`config.mk`:
```
export PLATFORM = sky130hd
export DESIGN_NAME = cue_ball_motion_flat
export DESIGN_NICKNAME = d
export VERILOG_FILES = /design/src/rtl/cue_ball_motion_if.sv /design/src/rtl/cue_ball_motion.sv /design/src/flat_wrapper.sv
export SDC_FILE = /design/constraint.sdc
export NUM_CORES = 1
export LEC_CHECK = 0
export ABC_AREA = 1
export CAP_MARGIN = 5
export CORE_MARGIN = 4
export CORE_UTILIZATION = 37
export CTS_CLUSTER_SIZE = 16
export DETAILED_ROUTE_END_ITERATION = 8
export PLACE_DENSITY = 0.62
export SYNTH_ARGS = -nofsm -noshare
export SYNTH_HDL_FRONTEND = slang
export SYNTH_SLANG_ARGS = --single-unit
```
`constraint.sdc`:
```
create_clock -name clk -period 8.14 [get_ports clk]
set_clock_uncertainty 0.15 [all_clocks]
set_input_delay 0.814 -clock clk [delete_from_list [all_inputs] [get_ports clk]]
set_output_delay 0.814 -clock clk [all_outputs]
set_load 0.02 [all_outputs]
```
`src/rtl/cue_ball_motion_if.sv`:
```
// Shot-velocity input and ball-position output bundle for the cue-ball motion stage.
// master: direction-line stage / frame timing / drawers; slave: the motion block.
// Pure wiring, no storage.
interface cue_ball_motion_if;
  logic               startOfFrame;
  logic signed [10:0] newVelocityX;
  logic signed [10:0] newVelocityY;
  logic               velocityWriteEnable;
  logic signed [10:0] topLeftX;
  logic signed [10:0] topLeftY;
  logic               ballMoving;
  logic               lineEnable;
  logic               shotDone;

  modport master (
    output startOfFrame, newVelocityX, newVelocityY, velocityWriteEnable,
    input  topLeftX, topLeftY, ballMoving, lineEnable, shotDone
  );

  modport slave (
    input  startOfFrame, newVelocityX, newVelocityY, velocityWriteEnable,
    output topLeftX, topLeftY, ballMoving, lineEnable, shotDone
  );
endinterface

```
`src/rtl/cue_ball_motion.sv`:
```
// Fixed-point cue-ball integrator: wall bounces per axis, friction every FRICTION_PERIOD frames.
// Shot accepted one clk after the write; position updates one clk after each startOfFrame.
// No backpressure: writes are ignored while moving, startOfFrame is ignored while idle.
module cue_ball_motion #(
  parameter int FRAC_BITS       = 6,
  parameter int VELOCITY_LIMIT  = 200,
  parameter int INITIAL_X       = 300,
  parameter int INITIAL_Y       = 200,
  parameter int LEFT_BOUND      = 40,
  parameter int RIGHT_BOUND     = 580,
  parameter int TOP_BOUND       = 40,
  parameter int BOTTOM_BOUND    = 420,
  parameter int FRICTION_PERIOD = 4,
  parameter int FRICTION_STEP   = 1
) (
  input logic            clk,
  input logic            resetN,
  cue_ball_motion_if.slave bus
);

  localparam int POS_W = 18;
  localparam int VEL_W = 11;
  localparam int CNT_W = (FRICTION_PERIOD > 1) ? $clog2(FRICTION_PERIOD) : 1;

  typedef enum logic {
    IDLE   = 1'b0,
    MOVING = 1'b1
  } state_t;

  typedef struct packed {
    logic signed [POS_W-1:0] pos;
    logic signed [VEL_W-1:0] vel;
  } axis_t;

  localparam logic signed [VEL_W-1:0] VEL_LIM    = VEL_W'(VELOCITY_LIMIT);
  localparam logic signed [VEL_W-1:0] FRIC       = VEL_W'(FRICTION_STEP);
  localparam logic signed [POS_W-1:0] INIT_X_FIX = POS_W'(INITIAL_X << FRAC_BITS);
  localparam logic signed [POS_W-1:0] INIT_Y_FIX = POS_W'(INITIAL_Y << FRAC_BITS);
  localparam logic signed [POS_W-1:0] LEFT_I     = POS_W'(LEFT_BOUND);
  localparam logic signed [POS_W-1:0] RIGHT_I    = POS_W'(RIGHT_BOUND);
  localparam logic signed [POS_W-1:0] TOP_I      = POS_W'(TOP_BOUND);
  localparam logic signed [POS_W-1:0] BOTTOM_I   = POS_W'(BOTTOM_BOUND);
  localparam logic [CNT_W-1:0]        CNT_LAST   = CNT_W'(FRICTION_PERIOD - 1);

  state_t                  state;
  logic signed [POS_W-1:0] pos_x, pos_y;
  logic signed [VEL_W-1:0] vel_x, vel_y;
  logic [CNT_W-1:0]        frame_cnt;

  axis_t                   bx, by;
  logic signed [VEL_W-1:0] clamp_x, clamp_y;
  logic signed [VEL_W-1:0] fric_x, fric_y;
  logic                    fric_event;
  logic                    shot_nonzero;

  function automatic logic signed [VEL_W-1:0] clamp_vel(input logic signed [VEL_W-1:0] v);
    logic signed [VEL_W-1:0] r;
    r = v;
    if (v > VEL_LIM)
      r = VEL_LIM;
    else if (v < -VEL_LIM)
      r = -VEL_LIM;
    return r;
  endfunction

  function automatic logic signed [VEL_W-1:0] abs_vel(input logic signed [VEL_W-1:0] v);
    return v[VEL_W-1] ? -v : v;
  endfunction

  // Magnitude shrinks toward zero and never crosses sign.
  function automatic logic signed [VEL_W-1:0] apply_friction(input logic signed [VEL_W-1:0] v);
    logic signed [VEL_W-1:0] r;
    if (abs_vel(v) <= FRIC)
      r = '0;
    else if (v[VEL_W-1])
      r = v + FRIC;
    else
      r = v - FRIC;
    return r;
  endfunction

  // Move one frame, then pin to the wall and point the velocity back inside on a hit.
  function automatic axis_t bounce(input logic signed [POS_W-1:0] pos,
                                   input logic signed [VEL_W-1:0] vel,
                                   input logic signed [POS_W-1:0] lo,
                                   input logic signed [POS_W-1:0] hi);
    logic signed [POS_W-1:0] nxt;
    logic signed [POS_W-1:0] nxt_int;
    axis_t                   r;
    nxt     = pos + $signed({{(POS_W-VEL_W){vel[VEL_W-1]}}, vel});
    nxt_int = nxt >>> FRAC_BITS;
    r.pos   = nxt;
    r.vel   = vel;
    if (nxt_int < lo) begin
      r.pos = lo <<< FRAC_BITS;
      r.vel = abs_vel(vel);
    end else if (nxt_int > hi) begin
      r.pos = hi <<< FRAC_BITS;
      r.vel = -abs_vel(vel);
    end
    return r;
  endfunction

  // Next-frame candidates: clamped shot, bounced position, friction-adjusted velocity.
  always_comb begin
    clamp_x      = clamp_vel(bus.newVelocityX);
    clamp_y      = clamp_vel(bus.newVelocityY);
    shot_nonzero = (clamp_x != '0) || (clamp_y != '0);
    bx           = bounce(pos_x, vel_x, LEFT_I, RIGHT_I);
    by           = bounce(pos_y, vel_y, TOP_I, BOTTOM_I);
    fric_event   = (frame_cnt == CNT_LAST);
    fric_x       = fric_event ? apply_friction(bx.vel) : bx.vel;
    fric_y       = fric_event ? apply_friction(by.vel) : by.vel;
  end

  // Shot FSM with registered position, velocity and status outputs.
  always_ff @(posedge clk or negedge resetN) begin
    if (!resetN) begin
      state          <= IDLE;
      pos_x          <= INIT_X_FIX;
      pos_y          <= INIT_Y_FIX;
      vel_x          <= '0;
      vel_y          <= '0;
      frame_cnt      <= '0;
      bus.topLeftX   <= VEL_W'(INITIAL_X);
      bus.topLeftY   <= VEL_W'(INITIAL_Y);
      bus.ballMoving <= 1'b0;
      bus.lineEnable <= 1'b1;
      bus.shotDone   <= 1'b0;
    end else begin
      bus.shotDone <= 1'b0;
      case (state)
        IDLE: begin
          if (bus.velocityWriteEnable && shot_nonzero) begin
            vel_x          <= clamp_x;
            vel_y          <= clamp_y;
            frame_cnt      <= '0;
            state          <= MOVING;
            bus.ballMoving <= 1'b1;
            bus.lineEnable <= 1'b0;
          end
        end
        MOVING: begin
          if (bus.startOfFrame) begin
            pos_x        <= bx.pos;
            pos_y        <= by.pos;
            bus.topLeftX <= bx.pos[FRAC_BITS +: VEL_W];
            bus.topLeftY <= by.pos[FRAC_BITS +: VEL_W];
            vel_x        <= fric_x;
            vel_y        <= fric_y;
            frame_cnt    <= fric_event ? '0 : frame_cnt + CNT_W'(1);
            if (fric_x == '0 && fric_y == '0) begin
              state          <= IDLE;
              bus.ballMoving <= 1'b0;
              bus.lineEnable <= 1'b1;
              bus.shotDone   <= 1'b1;
            end
          end
        end
        default: begin
          state          <= IDLE;
          bus.ballMoving <= 1'b0;
          bus.lineEnable <= 1'b1;
        end
      endcase
    end
  end

endmodule

```
`src/flat_wrapper.sv`:
```
// flat-port wrapper written by rule: the top's interface ports become plain ports
module cue_ball_motion_flat 
#(
  parameter int FRAC_BITS       = 6,
  parameter int VELOCITY_LIMIT  = 200,
  parameter int INITIAL_X       = 300,
  parameter int INITIAL_Y       = 200,
  parameter int LEFT_BOUND      = 40,
  parameter int RIGHT_BOUND     = 580,
  parameter int TOP_BOUND       = 40,
  parameter int BOTTOM_BOUND    = 420,
  parameter int FRICTION_PERIOD = 4,
  parameter int FRICTION_STEP   = 1
)
  (clk, resetN, bus_startOfFrame, bus_newVelocityX, bus_newVelocityY, bus_velocityWriteEnable, bus_topLeftX, bus_topLeftY, bus_ballMoving, bus_lineEnable, bus_shotDone);
  cue_ball_motion_if bus_i ();
  input logic clk;
  input logic resetN;
  input wire logic [$bits(bus_i.startOfFrame)-1:0] bus_startOfFrame;
  input wire logic [$bits(bus_i.newVelocityX)-1:0] bus_newVelocityX;
  input wire logic [$bits(bus_i.newVelocityY)-1:0] bus_newVelocityY;
  input wire logic [$bits(bus_i.velocityWriteEnable)-1:0] bus_velocityWriteEnable;
  output wire logic [$bits(bus_i.topLeftX)-1:0] bus_topLeftX;
  output wire logic [$bits(bus_i.topLeftY)-1:0] bus_topLeftY;
  output wire logic [$bits(bus_i.ballMoving)-1:0] bus_ballMoving;
  output wire logic [$bits(bus_i.lineEnable)-1:0] bus_lineEnable;
  output wire logic [$bits(bus_i.shotDone)-1:0] bus_shotDone;
  assign bus_i.startOfFrame = bus_startOfFrame;
  assign bus_i.newVelocityX = bus_newVelocityX;
  assign bus_i.newVelocityY = bus_newVelocityY;
  assign bus_i.velocityWriteEnable = bus_velocityWriteEnable;
  assign bus_topLeftX = bus_i.topLeftX;
  assign bus_topLeftY = bus_i.topLeftY;
  assign bus_ballMoving = bus_i.ballMoving;
  assign bus_lineEnable = bus_i.lineEnable;
  assign bus_shotDone = bus_i.shotDone;
  cue_ball_motion #(.FRAC_BITS(FRAC_BITS), .VELOCITY_LIMIT(VELOCITY_LIMIT), .INITIAL_X(INITIAL_X), .INITIAL_Y(INITIAL_Y), .LEFT_BOUND(LEFT_BOUND), .RIGHT_BOUND(RIGHT_BOUND), .TOP_BOUND(TOP_BOUND), .BOTTOM_BOUND(BOTTOM_BOUND), .FRICTION_PERIOD(FRICTION_PERIOD), .FRICTION_STEP(FRICTION_STEP)) u_core (.clk(clk), .resetN(resetN), .bus(bus_i));
endmodule
```
==> results_dict.tcl <==
set metrics [dict create \
    outcome "complete, no violations" \
    critical_path.slowest_cell "sky130_fd_sc_hd__dfrtp_1" \
    synthDistinctLibCells 56 \
    slew_headroom_pct 45.0 \
    worstMarginPinSlew_ns 0.824 \
    hold_start "u_core.bus.lineEnable" \
    synth_sequential_area_ratio_pct 18.3 \
    tns_ns 0 \
    synth_area_per_cell_um2 5.96 \
    grt_antenna_before_repair 0 \
    die_area_um2 26300 \
    ff_latch_area_um2 1610 \
    maxSlewViolCount 0 \
    area_delta_synth_final_pct 10.1 \
    post_cts.resized_instances 0 \
    grt_pass1_wl_um 42500 \
    worstSkewPairLatency_ns 0.34 \
    cell_type_with_the_highest_occurrence_count_on_the_critical_path "sky130_fd_sc_hd__nor2_1" \
    row_count 56 \
    detail_route.drc_violations 0 \
    initial_utilization_pct 37.6 \
    crit_path_start_kind "register" \
    ys_seq_elements 64 \
    cp.arrival_ns 6.34 \
    horizontal_die_dimension_um 162 \
    n_antenna_cell 0 \
    cts_inserted_buffers 9 \
    rr_startpoint "u_core.vel_x[10]" \
    synth_fp_nets 1567 \
    cts_post_setup_buffers_inserted 0 \
    number_of_enable_flip_flop_cells_after_synthesis 0 \
    finalSetupViolCount 0 \
    design.portCount 51 \
    largest_net_degree_at_the_start_of_global_routing 65 \
    post-route-min-period_ns 6.29 \
    cts-root-to-sink-buffers 2 \
    place.detailed.hpwl_um 20500 \
    tritoncts "yes" \
    io_buffer_count 50 \
    crit_type "register to register" \
    fin_crit_sh_pct 77.2 \
    setup.worst_path.start "u_core.vel_x[10]" \
    drt-initial-drc-count 805 \
    rsz_0062_raised_after_global_routing "no" \
    drive_gt1_share_pct 6.71 \
    via_per_inst 5.10 \
    synth_area_um2 8790 \
    globalRoute.totalOverflow 0 \
    yosysWarnings 0 \
    number_of_iterations_in_the_first_detailed_routing_pass 7 \
    fin_nets 1577 \
    clk_root_buffer_cell "sky130_fd_sc_hd__clkbuf_16" \
    cell_depth_of_the_worst_min_delay_path 2 \
    combined_area_of_the_multi_input_logic_cells_um2 6040 \
    crit_fanout 21 \
    core_area_um2 23400 \
    worst_setup_hold_path_clk_slew_ns 0.05 \
    grt_use_total_pct 19.5 \
    die_h_um 162 \
    required_ns 8.20 \
    cp_slowest_stage_delay_ns 0.82 \
    timing.fmax_mhz 159 \
    worst_setup_path_end_kind "register" \
    routed-via-count 9232 \
    synth-async-reset-ratio_pct 100 \
    cts_hold_buffers 0 \
    report.final.hold_viol_count 0 \
    maxCapViolCount 0 \
    clock_sink_count 64 \
    worst_r2r_path_cells 37 \
    vias_in_the_first_global_route 8612 \
    fill_cells 2566 \
    htree_levels 3 \
    wl_um 25600 \
    gate_count_of_the_mapped_netlist 1476 \
    worst_hold_path_type "register to register" \
    gp_congestion 0.909 \
    most_used_flip_flop_cell_after_synthesis "sky130_fd_sc_hd__dfrtp_1" \
    wl_per_cell_um 14.1 \
    ant_nets 0 \
]
final cells by class:
class	count	share of cell area, %
sequential	64	16.6
clock buffer	9	2.33
inverter	206	8.01
clock inverter	7	1.05
tap	319	4.12
timing repair buffer	54	5.43
multi-input combinational	1151	62.4
critical path: cells and delay by family, from the launching register on:
kind | cells | cell delay [ns]
flip-flops | 1 | 0.82
AND/OR/NAND/NOR | 25 | 3.03
adder cells (fa/ha/maj) | 2 | 0.67
buffers and inverters | 4 | 0.26
AO/OA/AOI/OAI | 5 | 0.94
XOR/XNOR | 1 | 0.22
synth_stat cells, types with 2 or more instances:
| cell type | number | area, um^2 |
|---|---|---|
| sky130_fd_sc_hd__nand2_1 | 447 | 1680 |
| sky130_fd_sc_hd__inv_1 | 195 | 732 |
| sky130_fd_sc_hd__nor2_1 | 165 | 619 |
| sky130_fd_sc_hd__nand3_1 | 130 | 651 |
| sky130_fd_sc_hd__o21ai_0 | 81 | 405 |
| sky130_fd_sc_hd__ha_1 | 61 | 763 |
| sky130_fd_sc_hd__dfrtp_1 | 56 | 1400 |
| sky130_fd_sc_hd__a21oi_1 | 48 | 240 |
| sky130_fd_sc_hd__nor3_1 | 30 | 150 |
| sky130_fd_sc_hd__nand4_1 | 25 | 156 |
| sky130_fd_sc_hd__xor2_1 | 25 | 219 |
| sky130_fd_sc_hd__buf_4 | 24 | 180 |
| sky130_fd_sc_hd__nand2_2 | 21 | 131 |
| sky130_fd_sc_hd__clkbuf_1 | 18 | 67.6 |
| sky130_fd_sc_hd__nor2_2 | 12 | 75.1 |
| sky130_fd_sc_hd__xnor2_1 | 12 | 105 |
| sky130_fd_sc_hd__inv_2 | 9 | 33.8 |
| sky130_fd_sc_hd__nand3b_1 | 9 | 67.6 |
| sky130_fd_sc_hd__o31ai_1 | 9 | 67.6 |
| sky130_fd_sc_hd__buf_6 | 8 | 90.1 |
| sky130_fd_sc_hd__dfstp_2 | 8 | 210 |
| sky130_fd_sc_hd__nand3_2 | 7 | 70.1 |
| sky130_fd_sc_hd__a32o_1 | 6 | 60.1 |
| sky130_fd_sc_hd__o21bai_1 | 6 | 45.0 |
| sky130_fd_sc_hd__a21oi_2 | 5 | 43.8 |
| sky130_fd_sc_hd__a22o_1 | 5 | 43.8 |
| sky130_fd_sc_hd__buf_2 | 5 | 25.0 |
| sky130_fd_sc_hd__o21ai_1 | 5 | 25.0 |
| sky130_fd_sc_hd__fa_1 | 4 | 80.1 |
| sky130_fd_sc_hd__o21a_1 | 4 | 30.0 |
| sky130_fd_sc_hd__a31oi_1 | 3 | 18.8 |
| sky130_fd_sc_hd__or2_2 | 3 | 18.8 |
| sky130_fd_sc_hd__a22oi_1 | 2 | 15.0 |
| sky130_fd_sc_hd__and2_1 | 2 | 12.5 |
| sky130_fd_sc_hd__nand3_4 | 2 | 35.0 |
| sky130_fd_sc_hd__o21ai_2 | 2 | 17.5 |
| sky130_fd_sc_hd__o22ai_1 | 2 | 12.5 |
| sky130_fd_sc_hd__xor2_2 | 2 | 32.5 |
through the flow:
stage | cell area [um^2] | setup WS, ns | hold slack (ns) | instances | utilization (%)
2_1_floorplan | 8790 | 3.16 | 0.306 | 1476 | -
3_3_place_gp | 9360 | 2.00 | 0.330 | 1794 | 40.0
3_5_place_dp | 9360 | 1.94 | 0.331 | 1794 | 40.0
4_1_cts | 9680 | 1.91 | 0.338 | 1810 | 41.4
5_1_grt | 9680 | 1.05 | 0.351 | 1810 | 41.4
6_report | 9680 | 1.85 | 0.337 | 1810 | 41.4
layout by cell type (no fill, tap or decap), drive strengths merged, types with 25 or more instances in the layout:
cell type / netlist / layout
nand3: 139 / 139
ha: 61 / 61
nand4: 25 / 25
inv: 205 / 208
nor3: 31 / 31
nor2: 178 / 178
nand2: 469 / 469
clkdlybuf4s50: 0 / 49
xor2: 27 / 27
dfrtp: 56 / 56
o21ai: 88 / 88
a21oi: 53 / 53
metal layers:
layer  routed length, um  vias to the layer above  track usage (%)
met1               12200                     4182             27.0
li1                    -                     4764                -
met2               11700                      249             32.7
met3                1240                       37             2.13
met5                   0                        -                0
met4                 458                        0             4.73
kinds of logic (layout without fill, tap and decap cells):
family / count (synthesis) / after routing / synth area share, %
flip-flops: 64 / 64 / 18.3
buffers and inverters: 261 / 276 / 12.9
adder cells (fa/ha/maj): 65 / 65 / 9.59
AND/OR/NAND/NOR: 861 / 861 / 42.6
AO/OA/AOI/OAI: 186 / 186 / 12.5
XOR/XNOR: 39 / 39 / 4.06
path summary, 6_finish.rpt:
kind | end | slack [ns]
min reg2reg | u_core.bus.lineEnable | 0.34
min in group asynchronous | u_core.pos_x[6] | 0.48
max | u_core.bus.ballMoving | 1.85
max in group asynchronous | u_core.pos_y[6] | 6.79
min | u_core.bus.lineEnable | 0.34
max reg2reg | u_core.bus.ballMoving | 1.85
flip-flops by register name, summed over array words and instances (netlist names):
register / count
u_core.frame_cnt: 2
u_core.pos_y: 18
u_core.bus.lineEnable: 1
u_core.vel_x: 11
u_core.vel_y: 11
u_core.bus.ballMoving: 1
u_core.pos_x: 18
u_core.bus.shotDone: 1
u_core.state: 1
Power is left out: the tool's default activity adds up to more than one toggle a clock period on the data nets, which glitch-free logic cannot reach.
==> edit (same flow settings) <==
`FRAC_BITS` is set to 6 in 2 places; all go to 7.
--- a/src/rtl/cue_ball_motion.sv
+++ b/src/rtl/cue_ball_motion.sv
@@ -2,7 +2,7 @@
 // Shot accepted one clk after the write; position updates one clk after each startOfFrame.
 // No backpressure: writes are ignored while moving, startOfFrame is ignored while idle.
 module cue_ball_motion #(
-  parameter int FRAC_BITS       = 6,
+  parameter int FRAC_BITS       = 7,
   parameter int VELOCITY_LIMIT  = 200,
   parameter int INITIAL_X       = 300,
   parameter int INITIAL_Y       = 200,
--- a/src/flat_wrapper.sv
+++ b/src/flat_wrapper.sv
@@ -1,7 +1,7 @@
 // flat-port wrapper written by rule: the top's interface ports become plain ports
 module cue_ball_motion_flat 
 #(
-  parameter int FRAC_BITS       = 6,
+  parameter int FRAC_BITS       = 7,
   parameter int VELOCITY_LIMIT  = 200,
   parameter int INITIAL_X       = 300,
   parameter int INITIAL_Y       = 200,
Formal check against the unedited RTL: not equivalent (Yosys sat finds a counterexample within 4 cycles, from zero or initial values and one cycle with resetN low).
==> edit against the original RTL <==
  * Design area fell by 0.28%
  * Global-route usage rose by 0.89 points
  * Critical path depth rose by 5
  * Sequential cell count did not move
  * Maximum frequency fell by 8.5%
  * Routed wire length rose by 5.8%
  * Synthesized area fell by 0.84%
  * Sequential share of layout area barely moved
  * Setup slack got worse by 590 ps
  * Die area fell by 0.79%
  * Largest cell class unchanged
Power is not shown: default switching activity piles up to over one toggle a cycle in this logic, so the estimate is an artifact.
==> edit: results (changes against the original RTL) <==
Drt
  – Routed length per placed instance: 14.9 µm (was 14.1 µm)
  – Mean number of vias per cell: 5.16 (was 5.10)
  – Post-Route WL: 27100 µm (was 25600 µm)
  – Initial drt markers: 612 (was 805)
  – Drt pass-1 iters: 5 (was 7)

Layout
  – Antenna fix cells: 0 (unchanged)
  – Fill cells: 2498 (was 2566)
  – Nets: 1590 (was 1577)
  – Layout cell share with drive strength beyond 1: 4.59% (was 6.71%)
  – Largest regs: u_core.pos_x x18, u_core.pos_y x18 (unchanged)

Global routing
  – Global-route wire length before repair: 43800 µm (was 42500 µm)
  – Vias in the first global route: 8629 (was 8612)
  – GRT Util Overall: 20.4% (was 19.5%)
  – Largest net degree at the start of global routing: 65 (unchanged)

Clock tree
  – Clock transition at path regs: approximately 60 ps
  – Cts hold-fix bufs: 0 (unchanged)
  – Cts bufs inserted: 9 (unchanged)
  – Post-CTS setup buffer count: 0 (unchanged)
  – Clk buf depth: 2 (unchanged)
  – Clk Latency, worst-skew pair: 340 ps (about the same)
  – Post-cts sizing count: 0 (unchanged)
  – H-tree level count: 3 (unchanged)
  – Root Buffer: clkbuf_16 (unchanged)

Outcome
  – Status: completed (unchanged)

Synthesis
  – Synth cell count leaders: nand2_1, inv_1, nor2_1 (unchanged)
  – YS warnings: 0 (unchanged)
  – Top cells by area, synth: nand2_1, dfrtp_1, inv_1 (was nand2_1, dfrtp_1, ha_1)
  – Ys async rst share: 100% (unchanged)
  – Average cell area after synthesis: 5.86 µm² (was 5.96 µm²)
  – Synth cell types: 46 (was 56)
  – Commonest register cell after synthesis: dfrtp_1 (unchanged)
  – Synth Cell Area: 8720 µm² (was 8790 µm²)
  – Sequential share of the synthesized area: 18.5% (was 18.3%)

Place
  – Placed cells: 1800 (was 1794)
  – Post-DP HPWL: 21300 µm (was 20500 µm)
  – RePlAce Congestion: 0.898 (was 0.909)
  – Port Buf Inserts: 50 (unchanged)

STA
  – Final slew viol count: 0 (unchanged)
  – Slew headroom: 37.9% (was 45.0%)

Worst setup path
  – Critical path's slowest cell: dfrtp_1 (unchanged)
  – CP max FO: 25 (was 21)
  – Largest stage delay, worst path: 870 ps (was 820 ps)
  – Critical Path AT: 6990 ps (was 6340 ps)

Min path
  – HP Class: flop to flop (unchanged)
==> edit: layout make-up <==
type	count	area (µm²)	share of cell area, %
timing repair buffer	55	533	5.52
tap	313	392	4.06
clock buffer	10	239	2.48
multi-input combinational	1149	5940	61.5
inverter	219	822	8.51
clock inverter	6	115	1.19
sequential	64	1610	16.7
==> edit: stage by stage <==
| stage | setup WS, ps | cell area [µm²] | hold slack (ps) | utilization [%] |
|---|---|---|---|---|
| after floorplan | 2610 | 8720 | 306 | - |
| after global placement | 1610 | 9300 | 322 | 40.6 |
| after detailed placement | 1410 | 9300 | 329 | 40.6 |
| after CTS | 1390 | 9650 | 341 | 42.1 |
| after global routing | 479 | 9650 | 359 | 42.1 |
| final | 1270 | 9650 | 339 | 42.1 |
==> edit: critical path, delay by kind of cell (launching register included) <==
kind,cells,cell delay (ps)
buffers and inverters,4,650
AO/OA/AOI/OAI,10,1620
adder cells (fa/ha/maj),3,1250
flip-flops,1,870
AND/OR/NAND/NOR,25,2250
==> edit: cells by family after synthesis <==
group / Yosys count / share of synthesized area [%]
buffers and inverters: 276 / 13.4
AOI/OAI and AO/OA: 183 / 12.8
adders and majority gates: 66 / 9.81
xor gates and xnor gates: 30 / 3.01
DFF: 64 / 18.5
and+or+nand+nor: 870 / 42.6
==> edit: worst paths after layout <==
check,from,end,slack (ps),depth (start not counted)
max,u_core.vel_y[10]$_DFFE_PN0P_,u_core.bus.lineEnable$_DFFE_PN1P_,1270,42
min,u_core.bus.lineEnable$_DFFE_PN1P_,u_core.bus.lineEnable$_DFFE_PN1P_,340,2
max reg2reg,u_core.vel_y[10]$_DFFE_PN0P_,u_core.bus.lineEnable$_DFFE_PN1P_,1270,42
min reg2reg,u_core.bus.lineEnable$_DFFE_PN1P_,u_core.bus.lineEnable$_DFFE_PN1P_,340,2
max in group asynchronous,resetN,u_core.pos_x[13]$_DFFE_PN0P_,6730,2
min in group asynchronous,resetN,u_core.pos_x[7]$_DFFE_PN0P_,510,2
==> edit: metal layers <==
layer	vias up	global-route usage [%]	routed length, µm
li1	4813	-	-
met1	4237	28.8	12900
met2	282	33.2	12000
met3	37	2.07	1560
met4	0	5.58	577
met5	-	0	0
